==> src/rtl/channel_run_ctrl.sv <==
// -----------------------------------------------------------------------------
// channel_run_ctrl
//
// Run sequencer for the ISI channel simulation path. A start command latches a
// symbol count N. PAM-4 symbols are then pulled from a source over valid/ready,
// mapped to signed levels and driven into the channel model. The channel
// pipeline is then flushed with CHANNEL_LATENCY zero samples. The first
// CHANNEL_LATENCY channel outputs are dropped and the next N are forwarded.
// The run ends with done, or with an aborted pulse, or with a sticky
// timeout_err when the channel stops answering during the drain phase.
//
// Ports
//   clk, rstn        clock, synchronous active-low reset
//   start            run request, sampled only while idle
//   num_symbols      symbols in the run, latched on start
//   abort            terminate the current run (ignored while idle)
//   sym_in*          PAM-4 symbol source, valid/ready handshake
//   chan_signal_in   signed sample to the channel
//   chan_in_valid    valid for chan_signal_in
//   chan_signal_out  signed sample from the channel
//   chan_out_valid   valid for chan_signal_out
//   rx_sample        aligned channel output, registered
//   rx_valid         valid for rx_sample
//   busy             high whenever a run is in progress
//   done / aborted   one-cycle completion / abort pulses
//   timeout_err      sticky; cleared by reset or by the next accepted start
//   sent_count       symbols accepted in the current or last run
//   recv_count       rx_valid pulses in the current or last run
// -----------------------------------------------------------------------------
module channel_run_ctrl #(
    parameter int SIGNAL_RESOLUTION = 8,
    parameter int SYMBOL_SEPERATION = 56,
    parameter int CHANNEL_LATENCY   = 2,
    parameter int COUNT_WIDTH       = 16,
    parameter int TIMEOUT_CYCLES    = 1024
) (
    input  logic                                clk,
    input  logic                                rstn,
    input  logic                                start,
    input  logic        [COUNT_WIDTH-1:0]       num_symbols,
    input  logic                                abort,
    input  logic        [1:0]                   sym_in,
    input  logic                                sym_in_valid,
    output logic                                sym_in_ready,
    output logic signed [SIGNAL_RESOLUTION-1:0] chan_signal_in,
    output logic                                chan_in_valid,
    input  logic signed [SIGNAL_RESOLUTION-1:0] chan_signal_out,
    input  logic                                chan_out_valid,
    output logic signed [SIGNAL_RESOLUTION-1:0] rx_sample,
    output logic                                rx_valid,
    output logic                                busy,
    output logic                                done,
    output logic                                aborted,
    output logic                                timeout_err,
    output logic        [COUNT_WIDTH-1:0]       sent_count,
    output logic        [COUNT_WIDTH-1:0]       recv_count
);

    localparam int SR      = SIGNAL_RESOLUTION;
    localparam int WR      = SIGNAL_RESOLUTION + 2;
    localparam int FLUSH_W = $clog2(CHANNEL_LATENCY + 1);
    localparam int DRAIN_W = $clog2(TIMEOUT_CYCLES + 1);

    localparam logic [FLUSH_W-1:0] LAT_N      = FLUSH_W'(CHANNEL_LATENCY);
    localparam logic [FLUSH_W-1:0] FLUSH_LAST = FLUSH_W'(CHANNEL_LATENCY - 1);
    localparam logic [FLUSH_W-1:0] FLUSH_ONE  = FLUSH_W'(1);
    localparam logic [DRAIN_W-1:0] DRAIN_LAST = DRAIN_W'(TIMEOUT_CYCLES - 1);
    localparam logic [DRAIN_W-1:0] DRAIN_ONE  = DRAIN_W'(1);
    localparam logic [COUNT_WIDTH-1:0] CNT_ONE = COUNT_WIDTH'(1);

    // Level arithmetic is done two bits wider than the sample, then saturated.
    localparam logic signed [WR-1:0] HALF_W  = WR'(SYMBOL_SEPERATION / 2);
    localparam logic signed [WR-1:0] THREE_W = WR'(3);
    localparam logic signed [WR-1:0] SAT_MAX = {3'b000, {(SR-1){1'b1}}};
    localparam logic signed [WR-1:0] SAT_MIN = {3'b111, {(SR-1){1'b0}}};

    typedef enum logic [2:0] {
        S_IDLE,
        S_RUN,
        S_FLUSH,
        S_DRAIN,
        S_DONE
    } state_t;

    state_t                  state_q,       state_d;
    logic [COUNT_WIDTH-1:0]  n_q,           n_d;
    logic [COUNT_WIDTH-1:0]  sent_q,        sent_d;
    logic [COUNT_WIDTH-1:0]  recv_q,        recv_d;
    logic [FLUSH_W-1:0]      flush_cnt_q,   flush_cnt_d;
    logic [FLUSH_W-1:0]      disc_cnt_q,    disc_cnt_d;
    logic [DRAIN_W-1:0]      drain_cnt_q,   drain_cnt_d;
    logic                    terr_q,        terr_d;
    logic signed [SR-1:0]    chan_sig_q,    chan_sig_d;
    logic                    chan_vld_q,    chan_vld_d;
    logic signed [SR-1:0]    rx_sample_q,   rx_sample_d;
    logic                    rx_valid_q,    rx_valid_d;
    logic                    done_q,        done_d;
    logic                    aborted_q,     aborted_d;

    logic active;

    // (2*sym - 3) * SEPERATION/2, saturated to the sample width.
    function automatic logic signed [SR-1:0] level_of(input logic [1:0] sym);
        logic signed [WR-1:0] odd;
        logic signed [WR-1:0] wide;
        odd  = $signed({{(SR-1){1'b0}}, sym, 1'b0}) - THREE_W;
        wide = odd * HALF_W;
        if (wide > SAT_MAX) begin
            level_of = SAT_MAX[SR-1:0];
        end else if (wide < SAT_MIN) begin
            level_of = SAT_MIN[SR-1:0];
        end else begin
            level_of = wide[SR-1:0];
        end
    endfunction

    // Abort pre-empts any handshake in the same cycle.
    assign sym_in_ready = (state_q == S_RUN) && !abort;
    assign busy         = (state_q != S_IDLE);
    assign active       = (state_q == S_RUN) || (state_q == S_FLUSH) ||
                          (state_q == S_DRAIN);

    always_comb begin
        // NOTE: every _d gets a default before any branch so that no path
        // leaves a signal unassigned, which would otherwise infer a latch.
        state_d     = state_q;
        n_d         = n_q;
        sent_d      = sent_q;
        recv_d      = recv_q;
        flush_cnt_d = flush_cnt_q;
        disc_cnt_d  = disc_cnt_q;
        drain_cnt_d = drain_cnt_q;
        terr_d      = terr_q;
        chan_sig_d  = '0;
        chan_vld_d  = 1'b0;
        rx_sample_d = '0;
        rx_valid_d  = 1'b0;
        done_d      = 1'b0;
        aborted_d   = 1'b0;

        // Output alignment: drop the channel's warm-up outputs, then forward
        // exactly N. recv_count advances on the same edge that raises rx_valid.
        if (active && !abort && chan_out_valid) begin
            if (disc_cnt_q != LAT_N) begin
                disc_cnt_d = disc_cnt_q + FLUSH_ONE;
            end else if (recv_q != n_q) begin
                rx_valid_d  = 1'b1;
                rx_sample_d = chan_signal_out;
                recv_d      = recv_q + CNT_ONE;
            end
        end

        case (state_q)
            S_IDLE: begin
                if (start) begin
                    n_d         = num_symbols;
                    sent_d      = '0;
                    recv_d      = '0;
                    disc_cnt_d  = '0;
                    flush_cnt_d = '0;
                    drain_cnt_d = '0;
                    terr_d      = 1'b0;
                    if (num_symbols != '0) begin
                        state_d = S_RUN;
                    end else begin
                        done_d = 1'b1;
                    end
                end
            end

            S_RUN: begin
                if (abort) begin
                    state_d   = S_IDLE;
                    aborted_d = 1'b1;
                end else if (sym_in_valid) begin
                    chan_vld_d = 1'b1;
                    chan_sig_d = level_of(sym_in);
                    sent_d     = sent_q + CNT_ONE;
                    if (sent_q == n_q - CNT_ONE) begin
                        state_d     = S_FLUSH;
                        flush_cnt_d = '0;
                    end
                end
            end

            S_FLUSH: begin
                if (abort) begin
                    state_d   = S_IDLE;
                    aborted_d = 1'b1;
                end else begin
                    chan_vld_d = 1'b1;
                    if (flush_cnt_q == FLUSH_LAST) begin
                        state_d     = S_DRAIN;
                        drain_cnt_d = '0;
                    end else begin
                        flush_cnt_d = flush_cnt_q + FLUSH_ONE;
                    end
                end
            end

            S_DRAIN: begin
                if (abort) begin
                    state_d   = S_IDLE;
                    aborted_d = 1'b1;
                end else if (recv_q == n_q) begin
                    state_d = S_DONE;
                    done_d  = 1'b1;
                end else if (drain_cnt_q == DRAIN_LAST) begin
                    state_d = S_DONE;
                    done_d  = 1'b1;
                    terr_d  = 1'b1;
                end else begin
                    drain_cnt_d = drain_cnt_q + DRAIN_ONE;
                end
            end

            S_DONE: begin
                state_d = S_IDLE;
            end

            default: begin
                state_d = S_IDLE;
            end
        endcase
    end

    always_ff @(posedge clk) begin
        if (!rstn) begin
            state_q     <= S_IDLE;
            n_q         <= '0;
            sent_q      <= '0;
            recv_q      <= '0;
            flush_cnt_q <= '0;
            disc_cnt_q  <= '0;
            drain_cnt_q <= '0;
            terr_q      <= 1'b0;
            chan_sig_q  <= '0;
            chan_vld_q  <= 1'b0;
            rx_sample_q <= '0;
            rx_valid_q  <= 1'b0;
            done_q      <= 1'b0;
            aborted_q   <= 1'b0;
        end else begin
            // NOTE: non-blocking assignments so every register samples the
            // pre-edge value of every other register, independent of order.
            state_q     <= state_d;
            n_q         <= n_d;
            sent_q      <= sent_d;
            recv_q      <= recv_d;
            flush_cnt_q <= flush_cnt_d;
            disc_cnt_q  <= disc_cnt_d;
            drain_cnt_q <= drain_cnt_d;
            terr_q      <= terr_d;
            chan_sig_q  <= chan_sig_d;
            chan_vld_q  <= chan_vld_d;
            rx_sample_q <= rx_sample_d;
            rx_valid_q  <= rx_valid_d;
            done_q      <= done_d;
            aborted_q   <= aborted_d;
        end
    end

    assign chan_signal_in = chan_sig_q;
    assign chan_in_valid  = chan_vld_q;
    assign rx_sample      = rx_sample_q;
    assign rx_valid       = rx_valid_q;
    assign done           = done_q;
    assign aborted        = aborted_q;
    assign timeout_err    = terr_q;
    assign sent_count     = sent_q;
    assign recv_count     = recv_q;

endmodule

==> config.mk <==
export PLATFORM = sky130hd
export DESIGN_NAME = channel_run_ctrl
export DESIGN_NICKNAME = d
export VERILOG_FILES = /design/src/rtl/channel_run_ctrl.sv
export SDC_FILE = /design/constraint.sdc
export NUM_CORES = 1
export LEC_CHECK = 0
export ABC_AREA = 1
export CAP_MARGIN = 20
export CORE_MARGIN = 2
export CORE_UTILIZATION = 47
export CTS_CLUSTER_DIAMETER = 60
export DETAILED_ROUTE_END_ITERATION = 7
export GPL_TIMING_DRIVEN = 1
export PLACE_DENSITY = 0.75
export SYNTH_ARGS = -nofsm -noshare
export SYNTH_HDL_FRONTEND = slang
export SYNTH_SLANG_ARGS = --single-unit
export TNS_END_PERCENT = 100
==> constraint.sdc <==
create_clock -name clk -period 1.8 [get_ports clk]
set_input_delay 0.45 -clock clk [delete_from_list [all_inputs] [get_ports clk]]
set_output_delay 0.45 -clock clk [all_outputs]
set_load 0.005 [all_outputs]
==> metrics.cfg <==
[clock_network]
clk_path_buf_depth = 2
cts.sinks = 86
cts_root_buf = clkbuf_8
clk_pin_slew_ps = 90
insertion_delay_ps = 380
numCtsBuffers = 9
cts_tree = built
htreeDepth = 3

[worst_setup_path]
critPathTopFamily = simple AND/OR/NAND/NOR gates
r2r_end = state_q[1]
rrSetupSlack_ps = -60
crit_path_frequent_cell = nand2_1
crit_path_max_fanout = 5
path_cells = inv_4, ha_4, nand2_4, nor2_4, buf_4, xor2_1, nor2_1, nand2_1, nor2_2, nand2_2, nand2_2, nand2_4, nand2_1, nand2_1, nor2_1
critPathLaunchType = flip-flop
cp.arrival_ps = 2130
max_stage_delay_ps = 380
end_kind = flip-flop
r2r_start = n_q[1]
path_class = reg -> reg
cp_data_required_time_ps = 2080
cp_num_buf_inv = 2
crit_path_top_delay_cell = dfxtp_4
reg2regPathDepth = 15

[global_route]
gr-total-overflow = 0
grt_pass1_vias = 5333
grt_max_degree = 28
grt_pass1_wl_um = 23900
antenna_found_initial = 0
grt_use_total = 0.259

[yosys]
synth_edf_count = 0
yosys-top-cells-count = nand2_1 (171), inv_1 (90), dfxtp_1 (86)
async_flop_share = 0
syn-instance-count = 736
synth-seq-cells = 86
yosys_warnings = 0
netlist_area_sq_um = 4980
synthesis.nets = 782
synth.top_cell.area_share = 0.346
yosysTopAreaCell = dfxtp_1
avgSynthCellArea_sq_um = 6.77
synthDistinctLibCells = 35
yosysMostFrequentCell = nand2_1
synthFlopType = dfxtp_1
synth.area.top_cells = dfxtp_1 (35%), nand2_1 (13%), inv_1 (6.8%)
yosysSeqAreaShare = 0.346

[run_status]
failed_checks = setup timing
status = finished, violations left

[timing]
timing.setup.tns_ps = -236
relSlewSlack = 0.692
period_needed_ps = 1860
finalWorstSetupSlack_ps = -55.2
worst_slew_pin_slew_ps = 461
max_freq_mhz = 539
setup_violations = 11
fin_crit_sh = 1.03
hold_viol = 0
drv_slew = 0
rsz0062_at_grt = true
skew_ps = 16.0

[die]
start_util = 0.482
num_rows = 37
num_io_pins = 87
chipWidth_um = 107
die-area_sq_um = 11400
core_area_sq_um = 10300
chipHeight_um = 107

[placement]
dp.cells = 1044
place_ws_ps = -774
io_buffers = 86
place.gp.congestion = 0.920
post-dp-hpwl_um = 11200
place_area_sq_um = 6700

[finish]
fillers = 775
fin_nets = 994
diodes = 0
fin_util = 0.744
area_growth_pct = 54.2
instances_no_fill = 1089
fin_area_sq_um = 7680
layout-drive-gt1-share = 0.333

[min_path]
hold_path.class = reg -> reg
hold_depth = 2
min_from = timeout_err
worstHoldEndpoint = timeout_err

[drt]
antenna_left = 0
drt_iter0_drc = 308
vias_per_cell = 5.19
wl_per_cell_um = 15.0
vias = 5655
drcViolationCount = 0
drt_wl_total_um = 16300
firstDrtPassIters = 5

[pwr]
leakagePower_nw = 3.50
ir_drop_uv = 923
power_density_nw_per_um2 = 1090

[job]
maxCapViolCount = 0

-- cell families after synthesis --
kind of cell | count (synthesis) | share of synthesized area
and+or+nand+nor | 385 | 0.355
buffers and inverters | 114 | 0.0869
AOI/OAI and AO/OA | 93 | 0.0995
DFF | 86 | 0.346
xor gates and xnor gates | 44 | 0.0774
adders and majority gates | 14 | 0.0352
-- where the power goes --
| part | internal, mW | leakage, nW | switching, mW |
|---|---|---|---|
| Combinational | 1.89 | 2.66 | 2.54 |
| Clock | 0.803 | 0.116 | 0.771 |
| Sequential | 2.12 | 0.719 | 0.260 |
| Total | 4.82 | 3.50 | 3.57 |
-- registers in the layout (all words and copies together), names as in the netlist, 2 cells and up --
signal and count:
n_q 16, recv_count 16, sent_count 16, drain_cnt_q 11
rx_sample 8, chan_signal_in 7, state_q 3, disc_cnt_q 2
flush_cnt_q 2
-- worst min-delay path, cell delays in order (launching register included) --
cell     delay [ps]
dfxtp_1         320
inv_1            50
a21oi_1          50
-- per-layer routing --
metal | vias to the layer above | track usage | wire length [um]
met1 | 2682 | 0.298 | 6370
met5 | - | 0 | 0
met3 | 37 | 0.0529 | 784
li1 | 2767 | - | -
met4 | 0 | 0.0835 | 392
met2 | 169 | 0.478 | 8750
-- cell usage in the layout (no fill, tap or decap), types with 3 or more instances in the layout --
master,n
xnor2_1,18
nor3_1,14
inv_1,83
a211oi_1,5
o21ai_2,3
nand2_1,155
clkdlybuf4s50_1,64
buf_4,121
nand3b_1,4
ha_4,4
nor2_4,12
nor3_4,4
nor2_1,69
dfxtp_1,43
clkbuf_8,9
nand3_2,12
nand2_2,18
dlymetal6s2s_1,4
nor3_2,7
inv_2,16
nand3_1,35
dlygate4sd2_1,14
dfxtp_2,39
nand4_1,14
ha_1,10
clkinv_4,3
nor4_1,3
inv_4,3
nor2_2,14
dfxtp_4,4
xor2_1,24
nand2_4,16
a21oi_1,43
o21ai_0,25
a21oi_2,10
-- cell type report --
type,count,area [sq um],share of cell area
well taps,136,170,0.0222
repair buffers,209,1770,0.230
multi-input cells,538,3320,0.433
clock buffers,9,124,0.0161
clock inverters,7,106,0.0139
inverters,104,398,0.0518
flip-flops and latches,86,1790,0.233
-- metrics by stage --
step           power (mW)  hold slack [ps]
2_1_floorplan        4.60              407
3_3_place_gp         5.82              420
3_5_place_dp         5.95              431
4_1_cts              7.74              446
5_1_grt              8.92              495
6_report             8.39              458
-- worst max-delay path by stage --
stage | startpoint | cells past startpoint | end
after floorplan | sym_in[1] | 12 | chan_signal_in[4]
after global placement | sym_in[0] | 13 | chan_signal_in[4]
after detailed placement | sym_in[0] | 13 | chan_signal_in[6]
after CTS | n_q[1] | 15 | state_q[1]
after global routing | n_q[1] | 16 | state_q[1]
final | n_q[1] | 15 | state_q[1]
-- what timing repair did --
| action | 4_1_cts | 5_1_grt |
|---|---|---|
| setup endpoints to repair | 60 | 66 |
| buffers inserted | 14 | 13 |
| hold buffers | 0 | 0 |
| resized for setup | 74 | 121 |
| pin swaps | 20 | 48 |
| gates cloned | 1 | 1 |
(Power assumes the default switching activity.)
==> RTL change 1, RTL diff (config.mk and constraints unchanged) <==
Encoding of `state_t`: now Gray code (3 bits for 5 states).
--- a/src/rtl/channel_run_ctrl.sv
+++ b/src/rtl/channel_run_ctrl.sv
@@ -76,9 +76,9 @@
 
     typedef enum logic [2:0] {
-        S_IDLE,
-        S_RUN,
-        S_FLUSH,
-        S_DRAIN,
-        S_DONE
+        S_IDLE  = 3'b000,
+        S_RUN   = 3'b001,
+        S_FLUSH = 3'b011,
+        S_DRAIN = 3'b010,
+        S_DONE  = 3'b110
     } state_t;
 
Behaviour: same outputs for any inputs over 4 cycles, from zero or initial values and one cycle with rstn low; so few cycles prove little.
==> RTL change 1 against the original RTL <==
- the flow still finishes with violations (negative setup slack)
- power up 1.2%
- clock skew down 0.0064 ns
- cell area up 0.65%
- sequential cell count unchanged
- worst setup slack worse by 0.13 ns
- wire length down 2.0%
- die area down 1.8%
- maximum frequency down 6.6%
- synthesized area down 1.8%
- critical endpoint is now sent_count[11]$_SDFFE_PN0P_
- highest routed layer unchanged
==> RTL change 1: results (changes against the original RTL) <==
| Metric | Value |
|---|---|
| Status | finished with violations |
| Failing checks | negative setup slack |
| Syn Nets | 765 (-2.2%) |
| Signal buffers | 223 (+6.7%) |
| Met3 wire length | 740 µm (-5.6%) |
| Largest stage delay on the critical path | 0.35 ns (-0.03 ns) |
| Filler cells | 726 (-6.3%) |
| Cell variety after synth | 40 (+14%) |
| Worst Path Arrival | 2.26 ns (+0.13 ns) |
| VDD IR max | 0.556 mV (-40%) |
| Initial DRC count | 416 (+35%) |
| Synth Area in XOR/XNOR | 0.0788 (+0.00145) |
| Tot GR Track Use | 0.267 (+0.00812) |
| Post-DP HPWL | 10.7 mm (-4.7%) |
| Vias in the first global route | 5,308 (-0.47%) |
| Largest net degree at the start of global routing | 26 (-7.1%) |
| Setup ws final | -0.186 ns (-0.130 ns) |
| Top post-synthesis cells by area | dfxtp_1 35%, nand2_1 12%, nor2_1 8.2% |
| Multi-In Gates | 523 (-2.8%) |
| Nonclk inv count | 98 (-5.8%) |
| Compound-gate portion of the synthesized area | 0.0921 (-0.00736) |
| Hold Crit Class | in2reg |
| Seq/Total Area, Yosys | 0.352 (+0.00646) |
| Clock group | 0.00145 W (-8%) |
| Setup Skew | 0.00963 ns (-0.00640 ns) |
| Final setup vio count | 28 (+17) |
| Placed cells | 1,027 (-1.6%) |
| Pleak | 3.62 nW (+3.7%) |
| Seq/total area | 0.231 (-0.00134) |
| Post-Route WL | 16.0 mm (-2.0%) |
| DR vias | 5,612 (-0.76%) |
| Routed length per instance | 14.8 µm (-1.4%) |
| RD Place Congestion | 0.922 (+0.27%) |
| Cell-internal power | 0.00492 W (+2.3%) |
| Footprint of the multi-input gates | 0.00321 mm² (-3.3%) |
| Adder-cell share of the synthesized area | 0.0358 (+0.000657) |
| Non-clock buffers, area share | 0.253 (+0.0226) |
==> RTL change 1: cell types whose count changed after synthesis, moves of 4 or more <==
cell      before  now
a211oi_1       5    1
nand3_1       47   35
nand2_1      171  162
o21ai_0       26   34
nor2_1        84  107
a21oi_1       54   43
nand4_1       14    9
nor3_1        22   18
xnor2_1       18   11
xor2_1        26   33
inv_2         12    6
nand2_2       16    7
==> RTL change 1: worst max-delay path: cells and delay by family, from the launching register on <==
kind	cells	cell delay, ns
flops	1	0.35
buf+inv	3	0.31
simple gates	12	1.19
==> RTL change 1: metal layers <==
metal | up-vias | global-route usage
met2 | 186 | 0.486
met4 | 0 | 0.0921
met1 | 2660 | 0.318
met3 | 32 | 0.0435
met5 | - | 0
li1 | 2734 | -
==> RTL change 1: path summary, 6_finish.rpt <==
path	slack (ns)	cells after the start	endpoint	start
max	-0.19	15	sent_count[11]$_SDFFE_PN0P_	state_q[2]$_SDFFE_PN0P_
min	0.42	3	chan_signal_in[3]$_SDFF_PP0_	sym_in[0]
max reg2reg	-0.19	15	sent_count[11]$_SDFFE_PN0P_	state_q[2]$_SDFFE_PN0P_
min reg2reg	0.50	2	disc_cnt_q[1]$_SDFF_PN0_	disc_cnt_q[1]$_SDFF_PN0_
==> RTL change 1: per-stage QoR <==
step	hold slack (ns)	cell area [µm²]	setup slack (ns)	total power, W	TNS (ns)
4_1_cts	0.490	7120	-0.0507	0.00758	-0.0979
5_1_grt	0.412	7730	-0.256	0.00898	-4.99
3_5_place_dp	0.476	6580	-0.799	0.00572	-24.25
3_3_place_gp	0.461	6580	-0.582	0.00559	-20.20
6_report	0.423	7730	-0.186	0.00848	-1.64
2_1_floorplan	0.446	4890	-0.0896	0.00440	-0.314
==> RTL change 2, RTL diff (config.mk and constraints unchanged) <==
Made on the original files. `COUNT_WIDTH`: 16 -> 20.
--- a/src/rtl/channel_run_ctrl.sv
+++ b/src/rtl/channel_run_ctrl.sv
@@ -32,5 +32,5 @@
     parameter int SYMBOL_SEPERATION = 56,
     parameter int CHANNEL_LATENCY   = 2,
-    parameter int COUNT_WIDTH       = 16,
+    parameter int COUNT_WIDTH       = 20,
     parameter int TIMEOUT_CYCLES    = 1024
 ) (
Ports: changed (resized num_symbols, recv_count and sent_count); port bits go from 87 to 99. No check against the original RTL was run, so the function may have changed too.
==> RTL change 2 against the original RTL <==
- the run still ends with negative setup slack left
- worst setup slack lost 0.068 ns
- sequential share of layout area shrank 1.6 points
- core utilization grew 0.63 points
- cell area grew 22%
- via count grew 20%
- wire length grew 20%
- sequential cell count grew 12
- critical endpoint is now drain_cnt_q[1]$_SDFFE_PN0P_
- global-route usage grew 0.87 points
- sequential power grew 13%
- synthesized area grew 20%
- power grew 28%
==> RTL change 2: results (changes against the original RTL) <==
| Metric | Value |
|---|---|
| Status | finished with violations |
| Failing checks | negative setup slack |
| Fin Hold WS | 0.442 ns (-0.0158 ns) |
| Met2 usage | 0.447 (-0.0311) |
| Initial DRC count | 456 (+48%) |
| RD Place Congestion | 0.897 (-2.5%) |
| CTS root buf | clkbuf_16 |
| Max FO, Critical Path | 7 (+2) |
| Final setup vio count | 21 (+10) |
| Worst reg2reg path startpoint | n_q[2]$_SDFFE_PN0P_ |
| Setup Skew | 0.00636 ns (-0.00966 ns) |
| Max_slew headroom | 0.708 (+0.0163) |
| Clk pin slew, worst setup/hold paths | 0.07 ns (-0.02 ns) |
| Hold Crit Class | in2reg |
| Final #Nets | 1,171 (+18%) |
| VDD IR max | 0.816 mV (-12%) |
| PortBufs | 98 (+14%) |
| Vias in the first global route | 6,052 (+13%) |
| Gate power share | 0.574 (+0.045) |
| Worst Path Arrival | 2.22 ns (+0.09 ns) |
| DR vias | 6,801 (+20%) |
| Post-synth top cells | 185 x nand2_1, 112 x nor2_1, 98 x dfxtp_1 |
| Top cell type's share of synthesized area | 0.328 (-0.0178) |
| Routed wl met2 | 9.91 mm (+13%) |
| Setup ws final | -0.123 ns (-0.0678 ns) |
| Fraction of layout cells with a size suffix above 1 | 0.331 (-0.00137) |
| Comb power | 0.00616 W (+39%) |
| Adder-cell share of the synthesized area | 0.0293 (-0.00590) |
RTL change 2: changes by cell type after synthesis, moves of 6 or more:
cell      unedited run  this run
nand3_1             47        60
xnor2_1             18        29
xor2_1              26        37
nor2_1              84       112
a21oi_2              0         9
nor2_2               6        12
nand2_2             16         7
clkbuf_1             8        14
inv_1               90        96
nand4_1             14        28
nand2_1            171       185
dfxtp_1             86        98
RTL change 2: what timing repair did:
action	in CTS	in global routing
gates cloned	2	0
resized for setup	104	148
pin swaps	40	66
setup buffers	25	7
endpoints found under the setup margin	53	82
RTL change 2: worst max-delay path by stage:
| stage | start | endpoint | slack [ns] | depth (start not counted) |
|---|---|---|---|---|
| 6_report | n_q[2]$_SDFFE_PN0P_ | drain_cnt_q[1]$_SDFFE_PN0P_ | -0.12 | 11 |
| 5_1_grt | n_q[11]$_SDFFE_PN0P_ | state_q[1]$_SDFFE_PN0P_ | -0.25 | 13 |
| 4_1_cts | n_q[4]$_SDFFE_PN0P_ | state_q[1]$_SDFFE_PN0P_ | -0.06 | 14 |
| 3_5_place_dp | sym_in[1] | chan_signal_in[4]$_SDFF_PP0_ | -0.77 | 14 |
| 3_3_place_gp | sym_in[1] | chan_signal_in[6]$_SDFF_PP0_ | -0.70 | 14 |
| 2_1_floorplan | sym_in[1] | chan_signal_in[4]$_SDFF_PP0_ | -0.14 | 13 |
RTL change 2: cell type report:
| class | count | area [µm²] |
|---|---|---|
| clock buffers | 11 | 243 |
| repair buffers | 258 | 2330 |
| fillers | 951 | 3130 |
| flip-flops and latches | 98 | 2030 |
| clock inverters | 5 | 38.8 |
| well taps | 172 | 215 |
| inverters | 105 | 418 |
| multi-input cells | 649 | 4110 |
RTL change 2: worst min-delay path, stage by stage:
cell and delay [ns]:
clkbuf_2 0.10, buf_4 0.16, a21oi_2 0.05
